===== config.mk =====
export PLATFORM = sky130hd
export DESIGN_NAME = fm_dds_modulator
export DESIGN_NICKNAME = d
export VERILOG_FILES = /design/src/rtl/fm_dds_modulator.sv
export SDC_FILE = /design/constraint.sdc
export NUM_CORES = 1
export LEC_CHECK = 0
export ABC_CLOCK_PERIOD_IN_PS = 8200
export CAP_MARGIN = 20
export CORE_ASPECT_RATIO = 0.5
export CORE_MARGIN = 1
export CORE_UTILIZATION = 59
export CTS_CLUSTER_SIZE = 40
export DETAILED_ROUTE_END_ITERATION = 16
export GPL_ROUTABILITY_DRIVEN = 0
export PLACE_DENSITY = 0.83
export REMOVE_ABC_BUFFERS = 1
export SLEW_MARGIN = 30
export SYNTH_ARGS = -nofsm -noshare
export SYNTH_HDL_FRONTEND = slang
export SYNTH_SLANG_ARGS = --single-unit

===== constraint.sdc =====
create_clock -name clk -period 8.2 [get_ports clk]
set_clock_uncertainty 0.2 [all_clocks]
set_input_delay 1.64 -clock clk [delete_from_list [all_inputs] [get_ports clk]]
set_output_delay 1.64 -clock clk [all_outputs]
set_load 0.02 [all_outputs]

===== src/rtl/fm_dds_modulator.sv =====
// FM transmitter DDS: audio scales a deviation word onto the carrier frequency word,
// a dithered phase accumulator drives a quarter-wave sine table into a D-bit offset-binary DAC.
module fm_dds_modulator #(
    parameter int A = 8,
    parameter int L = 12,
    parameter int N = 18,
    parameter int M = 5,
    parameter int D = 4
) (
    input  logic         clk,
    input  logic         rst_n,
    input  logic         ena,
    input  logic [A-1:0] audio,
    input  logic         audio_valid,
    input  logic [N-1:0] acc_inc,
    input  logic [L-1:0] df_inc,
    input  logic [2:0]   dith_fact,
    input  logic [D-1:0] dac_ena,
    output logic [D-1:0] rf,
    output logic         rf_valid,
    output logic [N-1:0] phase
);

    localparam int          Q    = 2 ** (M - 2);
    localparam logic [15:0] SEED = 16'hACE1;

    if (M < 3) begin : g_bad_m
        $error("fm_dds_modulator: M must be at least 3");
    end

    // Quarter-wave table, sampled at bin centres and offset into the upper half of the DAC range.
    function automatic logic [Q*D-1:0] sine_lut();
        logic [Q*D-1:0] lut;
        real            amp;
        real            v;
        lut = '0;
        amp = (2.0 ** (D - 1)) - 0.5;
        for (int i = 0; i < Q; i++) begin
            v = amp + amp * $sin(2.0 * 3.14159265358979 * (i + 0.5) / (2.0 ** M));
            lut[i*D +: D] = D'($rtoi(v + 0.5));
        end
        return lut;
    endfunction

    localparam logic [Q*D-1:0] LUT = sine_lut();

    typedef enum logic [1:0] {S_OFF, S_FILL, S_RUN} state_t;

    state_t             r_state, w_next;
    logic [1:0]         r_cnt;
    logic signed [A-1:0] r_aud;
    logic [N-1:0]       r_acc_s;
    logic [L-1:0]       r_df_s;
    logic [N-1:0]       r_fw;
    logic [N-1:0]       r_phase;
    logic [15:0]        r_lfsr;
    logic [D-1:0]       r_rf;
    logic               r_rf_valid;

    logic               w_shadow_ld;
    logic               w_lfsr_adv;
    logic               w_clr;
    logic signed [A+L-1:0] w_prod;
    logic [N-1:0]       w_offset;
    logic [6:0]         w_dmask;
    logic [6:0]         w_dither;
    logic [N:0]         w_sum;
    logic [M-1:0]       w_p;
    logic [M-3:0]       w_addr;
    logic [D-1:0]       w_mag;
    logic [D-1:0]       w_sine;
    logic               w_fb;

    always_ff @(posedge clk or negedge rst_n) begin
        if (!rst_n) begin
            r_state <= S_OFF;
            r_cnt   <= 2'd0;
        end else begin
            r_state <= w_next;
            if (w_next == S_FILL && r_state != S_FILL)
                r_cnt <= 2'd2;
            else if (r_state == S_FILL)
                r_cnt <= r_cnt - 2'd1;
        end
    end

    always_comb begin
        w_next = r_state;
        case (r_state)
            S_OFF:   if (ena) w_next = S_FILL;
            S_FILL:  if (!ena) w_next = S_OFF;
                     else if (r_cnt == 2'd0) w_next = S_RUN;
            S_RUN:   if (!ena) w_next = S_OFF;
            default: w_next = S_OFF;
        endcase
    end

    // Shadows track the inputs freely until RUN; afterwards they only move on a phase wrap
    // so a frequency change never lands mid-cycle of the carrier.
    always_comb begin
        w_shadow_ld = 1'b1;
        w_lfsr_adv  = 1'b0;
        w_clr       = 1'b0;
        if (r_state == S_RUN) begin
            w_shadow_ld = w_sum[N];
            w_lfsr_adv  = 1'b1;
        end
        if (r_state == S_OFF || w_next == S_OFF)
            w_clr = 1'b1;
    end

    assign w_prod   = r_aud * $signed({1'b0, r_df_s});
    assign w_offset = N'(w_prod >>> (A - 1));
    assign w_dmask  = 7'((8'd1 << dith_fact) - 8'd1);
    assign w_dither = r_lfsr[6:0] & w_dmask;
    assign w_sum    = {1'b0, r_phase} + {1'b0, r_fw} + (N+1)'(w_dither);
    assign w_fb     = r_lfsr[0] ^ r_lfsr[2] ^ r_lfsr[3] ^ r_lfsr[5];

    assign w_p      = r_phase[N-1:N-M];
    assign w_addr   = w_p[M-2] ? ~w_p[M-3:0] : w_p[M-3:0];
    assign w_mag    = LUT[w_addr*D +: D];
    assign w_sine   = w_p[M-1] ? ~w_mag : w_mag;

    always_ff @(posedge clk or negedge rst_n) begin
        if (!rst_n) begin
            r_aud      <= '0;
            r_acc_s    <= '0;
            r_df_s     <= '0;
            r_fw       <= '0;
            r_phase    <= '0;
            r_lfsr     <= SEED;
            r_rf       <= '0;
            r_rf_valid <= 1'b0;
        end else begin
            if (audio_valid)
                r_aud <= audio;
            if (w_shadow_ld) begin
                r_acc_s <= acc_inc;
                r_df_s  <= df_inc;
            end
            r_fw <= r_acc_s + w_offset;
            if (w_clr) begin
                r_phase <= '0;
                r_lfsr  <= SEED;
            end else begin
                r_phase <= w_sum[N-1:0];
                if (w_lfsr_adv)
                    r_lfsr <= {w_fb, r_lfsr[15:1]};
            end
            r_rf       <= (w_next == S_RUN) ? (w_sine & dac_ena) : '0;
            r_rf_valid <= (w_next == S_RUN);
        end
    end

    assign rf       = r_rf;
    assign rf_valid = r_rf_valid;
    assign phase    = r_phase;

endmodule


# Yosys cells after proc, flatten, opt, wreduce, memory -nomap -nowiden
# Index checks and enable logic that the tools add are counted.
# classes
eq_ne	5
n_reduce_logical	7
shifts	2
add_sub_neg	5
multipliers	1
mux	16
bitwise	7
# ops
op	count
$mux 16	2
$shiftx 32x6->4 const A	1
$mul 8x13->20	1
$add 18x18->19	1
$add 19x7->19	1
$add 18x18->18	1
$mux 18	1
$mux 2	6
$mux 4	2
$and 7x7->7	1
$shl 1x3->7 const A	1
$sub 7x1->7 const B	1
$logic_not 2->1	3
$pmux 2 s3	1
$and 4x4->4	1
$eq 2x1->1 const B	2
$eq 2x2->1 const B	2
$not 4->4	1
$reduce_bool 2->1	2
$mux 1	3
$mux 3	1
$not 3->3	1
$xor 1x1->1	3
$ne 2x1->1 const B	1
other kinds (3)	3
# totals
inputBits	49
out_inout_bits	23
reg_bits	99
elab_cells	53

# Depth between registers and ports, before layout
# Gate-level depths: netlist of the first run.
# logic_depth
depth_word	8
mapped_depth	27
ltp_nobuf	25

# Worst setup path after synthesis of the first run
# Ideal clock, no wire load.
# synth_timing
path_kind	reg-to-reg
from	reg r_aud[7]
to	reg r_fw[15]
period_less_slack_ns	6.189
required_ns	7.920
t_arrival_ns	5.909
path_buffers	2
path_stages_with_launch	27
path_slack_ns	2.011
setup_ns	0.080
path_cell_list	dfrtp_1 > clkbuf_1 > nor2b_1 > fa_1 > inv_1 > fa_1 > inv_1 > fa_1 > inv_1 > fa_1 > inv_1 > ha_1 > and4_1 > and2_1 > a211o_1 > a21boi_0 > o21bai_1 > xor2_1 > ha_1 > clkbuf_1 > a21o_1 > a21oi_1 > o21ai_0 > a21oi_1 > o21ai_0 > a21oi_1 > xnor2_1
# synth_between
elab_chain_cells	2
# synth_lines
element	line	text
start, declared	51	logic signed [A-1:0] r_aud;
start signal, assigned	136	r_aud <= audio;
$mul 8x13->20	112	assign w_prod = r_aud * $signed({1'b0, r_df_s});
$add 18x18->18	141	r_fw <= r_acc_s + w_offset;
end signal, assigned	141	
end, declared	54	logic [N-1:0] r_fw;
# No other way between the ends.
# A chain may end at the register's enable or synchronous reset.

# Worst setup path after layout of the first run
# layout_timing
from	reg r_aud[7]
to	reg r_fw[16]
# Same word-level chain as after synthesis.

==> results of run 1 <==
==> final cells by class <==
| class | count | area [um2] |
|---|---|---|
| Clock inverter | 7 | 56.30 |
| Multi-Input combinational cell | 802 | 6491 |
| Fill cell | 1213 | 4962 |
| Inverter | 92 | 345.3 |
| Clock buffer | 9 | 225.2 |
| Timing Repair Buffer | 78 | 792.0 |
| Tap cell | 204 | 255.2 |
| Sequential cell | 99 | 2487 |
==> metal layers <==
| metal | up-vias | GRT usage [%] |
|---|---|---|
| li1 | 3624 | - |
| met1 | 3692 | 36.49 |
| met2 | 268 | 44.36 |
| met3 | 29 | 5.560 |
| met4 | 0 | 5.882 |
| met5 | - | 0 |
==> stage by stage <==
stage	area (um2)	util [%]	std cells	worst slack [ns]	hold slack, ns
global placement	10320	66.12	1273	1.917	0.2774
detailed placement	10320	66.12	1273	1.778	0.2840
floorplan	9314	-	993	2.163	0.2550
global route	10650	68.22	1291	1.284	0.3360
finish	10650	68.22	1291	1.700	0.2934
CTS	10610	67.92	1289	1.738	0.2936
==> cell usage in the layout (no fill, tap or decap), types with 9 or more instances in the layout <==
master and n:
and2_1 76, xor2_1 17, nor2b_1 13, a211o_1 32
inv_1 91, nand2b_1 37, a21oi_1 110, nor2_1 38
ha_1 95, clkbuf_16 9, o21bai_1 11, xnor2_1 35
and3_1 10, dfrtp_1 91, clkdlybuf4s50_1 70, nand3b_1 31
fa_1 68, o21ai_0 24, a21o_1 16, nand2_1 67
nand3_1 37, nor3_1 9
==> kinds of logic after synthesis <==
family	share of synthesized area [%]
adders and majority gates	26.83
xor gates and xnor gates	4.769
muxes	1.153
buffers and inverters	6.092
and+or+nand+nor	19.01
AOI/OAI and AO/OA	16.10
DFF	26.04
==> worst max-delay path: stages, from the launching register on <==
cell,delay [ns]
dfrtp_1,0.65
nand2b_1,0.15
fa_1,0.53
fa_1,0.53
fa_1,0.52
fa_1,0.55
inv_1,0.04
ha_1,0.32
nand4b_1,0.11
nor2_1,0.06
or2_2,0.30
o21ai_0,0.17
nand2b_1,0.11
a21oi_1,0.18
xnor2_1,0.15
ha_1,0.30
o21ai_1,0.31
o21ai_0,0.15
a21oi_1,0.29
o21ai_1,0.21
a41o_1,0.28
a21oi_1,0.17
xnor2_1,0.13
==> worst max path at each step <==
stage	depth (start not counted)	to	slack, ns
after detailed placement	21	r_fw[16]$_DFF_PN0_	1.78
after global routing	22	r_fw[16]$_DFF_PN0_	1.28
after floorplan	24	r_fw[15]$_DFF_PN0_	2.16
after CTS	21	r_fw[16]$_DFF_PN0_	1.74
after global placement	24	r_fw[15]$_DFF_PN0_	1.92
final	22	r_fw[16]$_DFF_PN0_	1.70
==> state kept, by name, summed over array words and instances (netlist names) <==
name      count
r_df_s       12
r_lfsr       16
rf_valid      1
rf            4
r_aud         8
r_cnt         2
phase        18
r_state       2
r_fw         18
r_acc_s      18
==> flow_metrics.env, run 1 <==
export IMPL_yosysWarnings=0
export IMPL_startpoint="r_aud[7]$_DFFE_PN0P_"
export IMPL_cts_max_path_buffers=2
export IMPL_syn_area_per_cell_um2=9.104
export IMPL_fin_nets=1295
export IMPL_grt_pass1_vias=7575
export IMPL_postRouteAntennaNets=0
export IMPL_grt_util_all_layers_pct=26.81
export IMPL_core_area_um2=15620
export IMPL_synth_seq_cells=99
export IMPL_hp_class="register to register"
export IMPL_grt_max_degree=121
export IMPL_synth_top_area_share_pct=23.84
export IMPL_vias=7613
export IMPL_relSlewSlack_pct=37.33
export IMPL_dr_pass1_iters=6
export IMPL_cp_arrival_ns=6.58
export IMPL_numPortBuffers=71
export IMPL_rsz0062_at_grt="false"
export IMPL_synthArstFlopShare_pct=100.0
export IMPL_fin_crit_ns=6.500
export IMPL_crit_reg2reg_capture="r_fw[16]$_DFF_PN0_"
export IMPL_grt_first_pass_wirelength_um=35870
export IMPL_synth_yosys_seq_area_share_pct=26.04
export IMPL_remaining_drc_errors=0
export IMPL_startpoint_type="register"
export IMPL_htree_levels=3
export IMPL_cts_post_setup_buffers_inserted=0
export IMPL_cts_tree="done"
export IMPL_setup_tns_ns=0
export IMPL_dieArea_um2=16730
export IMPL_die_h_um=91.97
export IMPL_synth_flop_cell="dfrtp_1"
export IMPL_insertion_delay_ns=0.37
export IMPL_synthTopCellsByCount="a21oi_1, ha_1, dfrtp_1, inv_1, and2_1"
export IMPL_cts_sinks=99
export IMPL_die_x_um=181.9
export IMPL_max_freq_ghz=0.1538
export IMPL_yosys_cell_count_top_type="a21oi_1"
export IMPL_area_delta_synth_final_pct=11.54
export IMPL_finalHoldViolCount=0
export IMPL_ctsHoldBuffers=0
export IMPL_postSynthCellCount=1049
export IMPL_clkTransAtPathRegs_ns=0.07
export IMPL_met2_length_um=9992
export IMPL_initial_core_util_pct=61.16
export IMPL_path_class="register to register"
export IMPL_cp_max_fo=15
export IMPL_antenna_found_initial=0
export IMPL_reg2reg_depth=22
export IMPL_cts_root_buffer="clkbuf_16"
export IMPL_synth_top_cell_by_area="dfrtp_1"
export IMPL_r2r_start="r_aud[7]$_DFFE_PN0P_"
export IMPL_dpl_hpwl_um=15690
export IMPL_via_per_inst=5.897
export IMPL_min_from="r_cnt[0]$_DFFE_PN0P_"
export IMPL_numCtsBuffers=9
export IMPL_wl_um=21400
export IMPL_cp_required_ns=8.28
export IMPL_synth_area_leaders="dfrtp_1, fa_1, ha_1"
export IMPL_tightest_slew_ns=0.9401
export IMPL_wl_met3_um=1392
export IMPL_holdPathEnd="r_cnt[0]$_DFFE_PN0P_"
export IMPL_status="finished clean"
export IMPL_dr_first_iter_drc_count=559
export IMPL_drive_above_1_share_pct=4.232
export IMPL_cap_violations=0
export IMPL_setup_viol=0
export IMPL_routedWlPerCell_um=16.58
export IMPL_cts_resized=0
export IMPL_crit_path_end_kind="register"
export IMPL_whs_path_depth=1
export IMPL_pin_count=72
export IMPL_maxSlewViolCount=0
export IMPL_ff2ff_setup_slack_ns=1.70
export IMPL_antenna_cells=0
export IMPL_wirelength_met1_um=9793
export IMPL_synth_edf_count=0
export IMPL_rows=32
export IMPL_finalCritPeriodShare_pct=79.27
export IMPL_topRoutingLayerUsed="met4"
export IMPL_overflow=0
export IMPL_synth_distinct_cells=54
export IMPL_synth_area_um2=9550
Power of run 1 is left out: the tool's default activity adds up to more than one toggle a clock period on the data nets, which glitch-free logic cannot reach.
==> run 2, diff against run 1 <==
--- a/config.mk
+++ b/config.mk
@@ -5,15 +5,15 @@
 export SDC_FILE = /design/constraint.sdc
 export NUM_CORES = 1
 export LEC_CHECK = 0
-export ABC_CLOCK_PERIOD_IN_PS = 8200
+export ABC_CLOCK_PERIOD_IN_PS = 5750
 export CAP_MARGIN = 20
 export CORE_ASPECT_RATIO = 0.5
 export CORE_MARGIN = 1
-export CORE_UTILIZATION = 59
+export CORE_UTILIZATION = 55
 export CTS_CLUSTER_SIZE = 40
 export DETAILED_ROUTE_END_ITERATION = 16
 export GPL_ROUTABILITY_DRIVEN = 0
-export PLACE_DENSITY = 0.83
+export PLACE_DENSITY = 0.82
 export REMOVE_ABC_BUFFERS = 1
 export SLEW_MARGIN = 30
 export SYNTH_ARGS = -nofsm -noshare
==> constraint.sdc (replaced) <==
create_clock -name clk -period 5.75 [get_ports clk]
set_clock_uncertainty 0.2 [all_clocks]
set_input_delay 1.15 -clock clk [delete_from_list [all_inputs] [get_ports clk]]
set_output_delay 1.15 -clock clk [all_outputs]
set_load 0.02 [all_outputs]
==> flow_metrics.env, run 2 (synthesis results as in run 1) <==
export IMPL_cp_arrival_ns=6.13
export IMPL_dr_first_iter_drc_count=676
export IMPL_core_area_um2=16680
export IMPL_dpl_hpwl_um=16820
export IMPL_initial_core_util_pct=57.25
export IMPL_numPortBuffers=71
export IMPL_nFillCells=1142
export IMPL_grt_pass1_vias=8797
export IMPL_path_class="register to register"
export IMPL_die_h_um=95.18
export IMPL_grt_max_degree=70
export IMPL_die_x_um=188.4
export IMPL_numCtsBuffers=9
export IMPL_utilization_pct=71.24
export IMPL_cap_violations=0
export IMPL_area_delta_synth_final_pct=24.43
export IMPL_dieArea_um2=17930
export IMPL_rsz0062_at_grt="true"
export IMPL_drive_above_1_share_pct=19.10
export IMPL_cts_sinks=99
export IMPL_stdcell_area_um2=11880
export IMPL_layout_common_cells="buf_4, a21oi_1, inv_1, ha_1, dfrtp_1"
export IMPL_tightest_slew_ns=1.013
export IMPL_fin_ws_ns=-0.2931
export IMPL_crit_path_end_kind="register"
export IMPL_finalHoldViolCount=0
export IMPL_relSlewSlack_pct=32.44
export IMPL_dr_pass1_iters=6
export IMPL_status="finished, violations left"
export IMPL_fin_nets=1402
export IMPL_grt_first_pass_wirelength_um=41880
export IMPL_vias=8434
export IMPL_cp_required_ns=5.84
export IMPL_hp_class="register to register"
export IMPL_cts_root_buffer="clkbuf_16"
export IMPL_routedWlPerCell_um=18.42
export IMPL_overflow=0
export IMPL_max_freq_ghz=0.1655
export IMPL_setup_viol=8
export IMPL_maxSlewViolCount=0
export IMPL_layout_commonest_cell="buf_4"
export IMPL_violations="setup timing"
export IMPL_cts_max_path_buffers=2
export IMPL_cts_tree="done"
export IMPL_insertion_delay_ns=0.36
export IMPL_cp_max_fo=5
export IMPL_postRouteAntennaNets=0
export IMPL_remaining_drc_errors=0
export IMPL_grt_util_all_layers_pct=29.63
export IMPL_dpl_cell_area_um2=10920
export IMPL_htree_levels=3
export IMPL_antenna_found_initial=0
export IMPL_finalCritPeriodShare_pct=105.1
export IMPL_antenna_cells=0
export IMPL_rows=33
export IMPL_startpoint_type="register"
export IMPL_via_per_inst=5.935
export IMPL_fin_crit_ns=6.043
export IMPL_pin_count=72
export IMPL_clkTransAtPathRegs_ns=0.08
export IMPL_wl_um=26180
export IMPL_ctsHoldBuffers=0
-- run 2: per-stage QoR --
| stage | hold WS (ns) | TNS (ns) | std cells | setup slack (ns) |
|---|---|---|---|---|
| after floorplan | 0.2550 | -0.8688 | 993 | -0.2866 |
| after global placement | 0.2760 | -0.9520 | 1372 | -0.2473 |
| after detailed placement | 0.2966 | -1.971 | 1372 | -0.4122 |
| after CTS | 0.3079 | -0.1314 | 1417 | -0.09722 |
| after global routing | 0.3469 | -2.847 | 1421 | -0.4826 |
| final | 0.3037 | -1.421 | 1421 | -0.2931 |
-- run 2: layer usage --
layer	share of wire, %	track usage, %
met2	49	53.14
met5	0	0
met1	41	34.95
met4	3.9	14.52
met3	6.2	5.484
-- run 2: final timing paths --
kind	start	to	slack, ns	depth (start not counted)
max in group asynchronous	rst_n	r_aud[4]$_DFFE_PN0P_	4.11	2
min in group asynchronous	rst_n	r_acc_s[17]$_DFFE_PN0P_	0.47	1
worst min-delay path	r_cnt[0]$_DFFE_PN0P_	r_cnt[0]$_DFFE_PN0P_	0.30	1
worst max register to register	r_df_s[3]$_DFFE_PN0P_	r_fw[17]$_DFF_PN0_	-0.29	22
worst max-delay path	r_df_s[3]$_DFFE_PN0P_	r_fw[17]$_DFF_PN0_	-0.29	22
worst min register to register	r_cnt[0]$_DFFE_PN0P_	r_cnt[0]$_DFFE_PN0P_	0.30	1
-- run 2: layout make-up --
| class | instances | area (um2) | area share (%) |
|---|---|---|---|
| Multi-Input combinational cell | 802 | 6824 | 57.42 |
| Sequential cell | 99 | 2502 | 21.06 |
| Timing Repair Buffer | 185 | 1612 | 13.56 |
| Inverter | 92 | 345.3 | 2.906 |
| Tap cell | 227 | 284.0 | 2.390 |
| Clock buffer | 9 | 225.2 | 1.895 |
| Clock inverter | 7 | 91.34 | 0.7686 |
-- run 2: repair_timing --
| item | 4_1_cts | 5_1_grt |
|---|---|---|
| gates resized for setup | 86 | 20 |
| setup buffers | 29 | 5 |
| endpoints found under the setup margin | 10 | 12 |
| pin swaps | 69 | 24 |
-- run 2: critical path: stages (launching register included) --
cell and delay [ns]:
dfrtp_2 0.45, and2_4 0.18, fa_1 0.54, inv_1 0.05, fa_1 0.58, fa_2 0.51, fa_1 0.58, inv_2 0.06
ha_4 0.21, nand4b_1 0.11, nor2_2 0.07, o21a_4 0.25, o21a_1 0.21, o21a_1 0.22, nor2_1 0.12, xnor2_1 0.14
ha_1 0.29, a211oi_2 0.27, o21ai_1 0.14, a31oi_1 0.26, o21ai_1 0.12, a221oi_2 0.26, xor2_1 0.16
Power of run 2 is left out for the same reason.
==> run 3, diff against run 2 <==
--- a/config.mk
+++ b/config.mk
@@ -5,7 +5,7 @@
 export SDC_FILE = /design/constraint.sdc
 export NUM_CORES = 1
 export LEC_CHECK = 0
-export ABC_CLOCK_PERIOD_IN_PS = 5750
+export ABC_CLOCK_PERIOD_IN_PS = 5060
 export CAP_MARGIN = 20
 export CORE_ASPECT_RATIO = 0.5
 export CORE_MARGIN = 1
==> constraint.sdc (replaced) <==
create_clock -name clk -period 5.06 [get_ports clk]
set_clock_uncertainty 0.2 [all_clocks]
set_input_delay 1.012 -clock clk [delete_from_list [all_inputs] [get_ports clk]]
set_output_delay 1.012 -clock clk [all_outputs]
set_load 0.1 [all_outputs]
==> flow_metrics.env, run 3 (synthesis results as in run 1) <==
export IMPL_grt_first_pass_wirelength_um=41190
export IMPL_max_freq_ghz=0.1635
export IMPL_grt_max_degree=68
export IMPL_area_delta_synth_final_pct=29.48
export IMPL_tightest_slew_ns=0.9780
export IMPL_clkTransAtPathRegs_ns=0.09
export IMPL_cts_max_path_buffers=2
export IMPL_overflow=0
export IMPL_pin_count=72
export IMPL_via_per_inst=6.118
export IMPL_drive_above_1_share_pct=23.95
export IMPL_core_area_um2=16680
export IMPL_finalHoldViolCount=0
export IMPL_nFillCells=993
export IMPL_grt_util_all_layers_pct=28.98
export IMPL_dieArea_um2=17930
export IMPL_hp_class="register to register"
export IMPL_insertion_delay_ns=0.38
export IMPL_cp_max_fo=5
export IMPL_remaining_drc_errors=0
export IMPL_maxSlewViolCount=0
export IMPL_initial_core_util_pct=57.25
export IMPL_dr_first_iter_drc_count=743
export IMPL_path_class="register to register"
export IMPL_cap_violations=0
export IMPL_grt_pass1_vias=8668
export IMPL_fin_crit_ns=6.115
export IMPL_fin_ws_ns=-1.055
export IMPL_wl_um=28670
export IMPL_antenna_found_initial=0
export IMPL_cts_tree="done"
export IMPL_vias=8822
export IMPL_rows=33
export IMPL_dpl_hpwl_um=17530
export IMPL_htree_levels=3
export IMPL_finalCritPeriodShare_pct=120.8
export IMPL_postRouteAntennaNets=0
export IMPL_cts_sinks=99
export IMPL_dr_pass1_iters=6
export IMPL_cts_root_buffer="clkbuf_16"
export IMPL_rsz0062_at_grt="true"
export IMPL_layout_commonest_cell="buf_4"
export IMPL_cp_arrival_ns=6.15
export IMPL_relSlewSlack_pct=34.59
export IMPL_startpoint_type="register"
export IMPL_setup_tns_ns=-10.22
export IMPL_status="finished, violations left"
export IMPL_layout_common_cells="buf_4, a21oi_1, inv_1, dfrtp_1, ha_1"
export IMPL_crit_path_end_kind="register"
export IMPL_ctsHoldBuffers=0
export IMPL_cp_required_ns=5.10
export IMPL_antenna_cells=0
export IMPL_routedWlPerCell_um=19.88
export IMPL_violations="setup timing"
export IMPL_fin_nets=1423
export IMPL_setup_viol=15
export IMPL_numCtsBuffers=9
export IMPL_numPortBuffers=71
export IMPL_die_x_um=188.4
export IMPL_die_h_um=95.18
## run 3: worst max-delay path, cell delays in order, from the launching register on
cell and delay [ns]:
dfrtp_2 0.47, buf_6 0.14, and2_1 0.15, fa_1 0.57
fa_1 0.44, fa_1 0.49, inv_1 0.05, fa_1 0.53
inv_2 0.06, ha_4 0.28, a21oi_4 0.19, o21ai_4 0.10
and2_4 0.18, a211o_4 0.31, buf_6 0.14, buf_6 0.11
a21oi_4 0.16, xnor2_2 0.15, ha_1 0.30, a211o_1 0.34
a21oi_2 0.14, o21ai_1 0.12, a221oi_2 0.28, xor2_1 0.09
## run 3: metrics by stage
step	cell area, um2	instances	worst slack [ns]	util, %	hold WS [ns]
finish	12370	1442	-1.055	74.13	0.3151
global route	12370	1442	-1.230	74.13	0.3421
CTS	11850	1425	-0.6945	71.05	0.3197
detailed placement	11010	1384	-1.216	66.03	0.3106
global placement	11010	1384	-0.9427	66.03	0.2724
floorplan	9314	993	-0.9766	-	0.2550
## run 3: area by class of cell
type	count	area, um2	area share (%)
Tap cell	227	284.0	2.297
Timing Repair Buffer	206	1841	14.88
Multi-Input combinational cell	802	7102	57.43
Clock inverter	6	52.55	0.4250
Clock buffer	10	239.0	1.933
Inverter	92	345.3	2.793
Sequential cell	99	2502	20.24
## run 3: worst paths after layout
kind	startpoint	cells past startpoint	end	slack, ns
max	r_aud[3]$_DFFE_PN0P_	23	r_fw[17]$_DFF_PN0_	-1.05
min	r_cnt[0]$_DFFE_PN0P_	1	r_cnt[0]$_DFFE_PN0P_	0.32
max reg2reg	r_aud[3]$_DFFE_PN0P_	23	r_fw[17]$_DFF_PN0_	-1.05
min reg2reg	r_cnt[0]$_DFFE_PN0P_	1	r_cnt[0]$_DFFE_PN0P_	0.32
max in group asynchronous	rst_n	3	r_lfsr[13]$_DFFE_PN1P_	3.28
min in group asynchronous	rst_n	1	r_df_s[8]$_DFFE_PN0P_	0.35
## run 3: repair_timing
| item | CTS | global route |
|---|---|---|
| hold endpoints to repair | 0 | 0 |
| setup buffers | 26 | 21 |
| endpoints found under the setup margin | 16 | 16 |
| gates cloned | 0 | 0 |
| gates resized for setup | 96 | 82 |
| pin swaps | 85 | 99 |
## run 3: metal layers
layer / wire (um) / part of all wire, % / vias to the layer above / GRT usage [%]
li1: - / - / 3890 / -
met1: 11210 / 39 / 4307 / 34.89
met2: 14270 / 50 / 484 / 52.98
met3: 1882 / 6.6 / 141 / 5.190
met4: 1310 / 4.6 / 0 / 10.22
met5: 0 / 0 / - / 0
Power of run 3 is left out for the same reason.
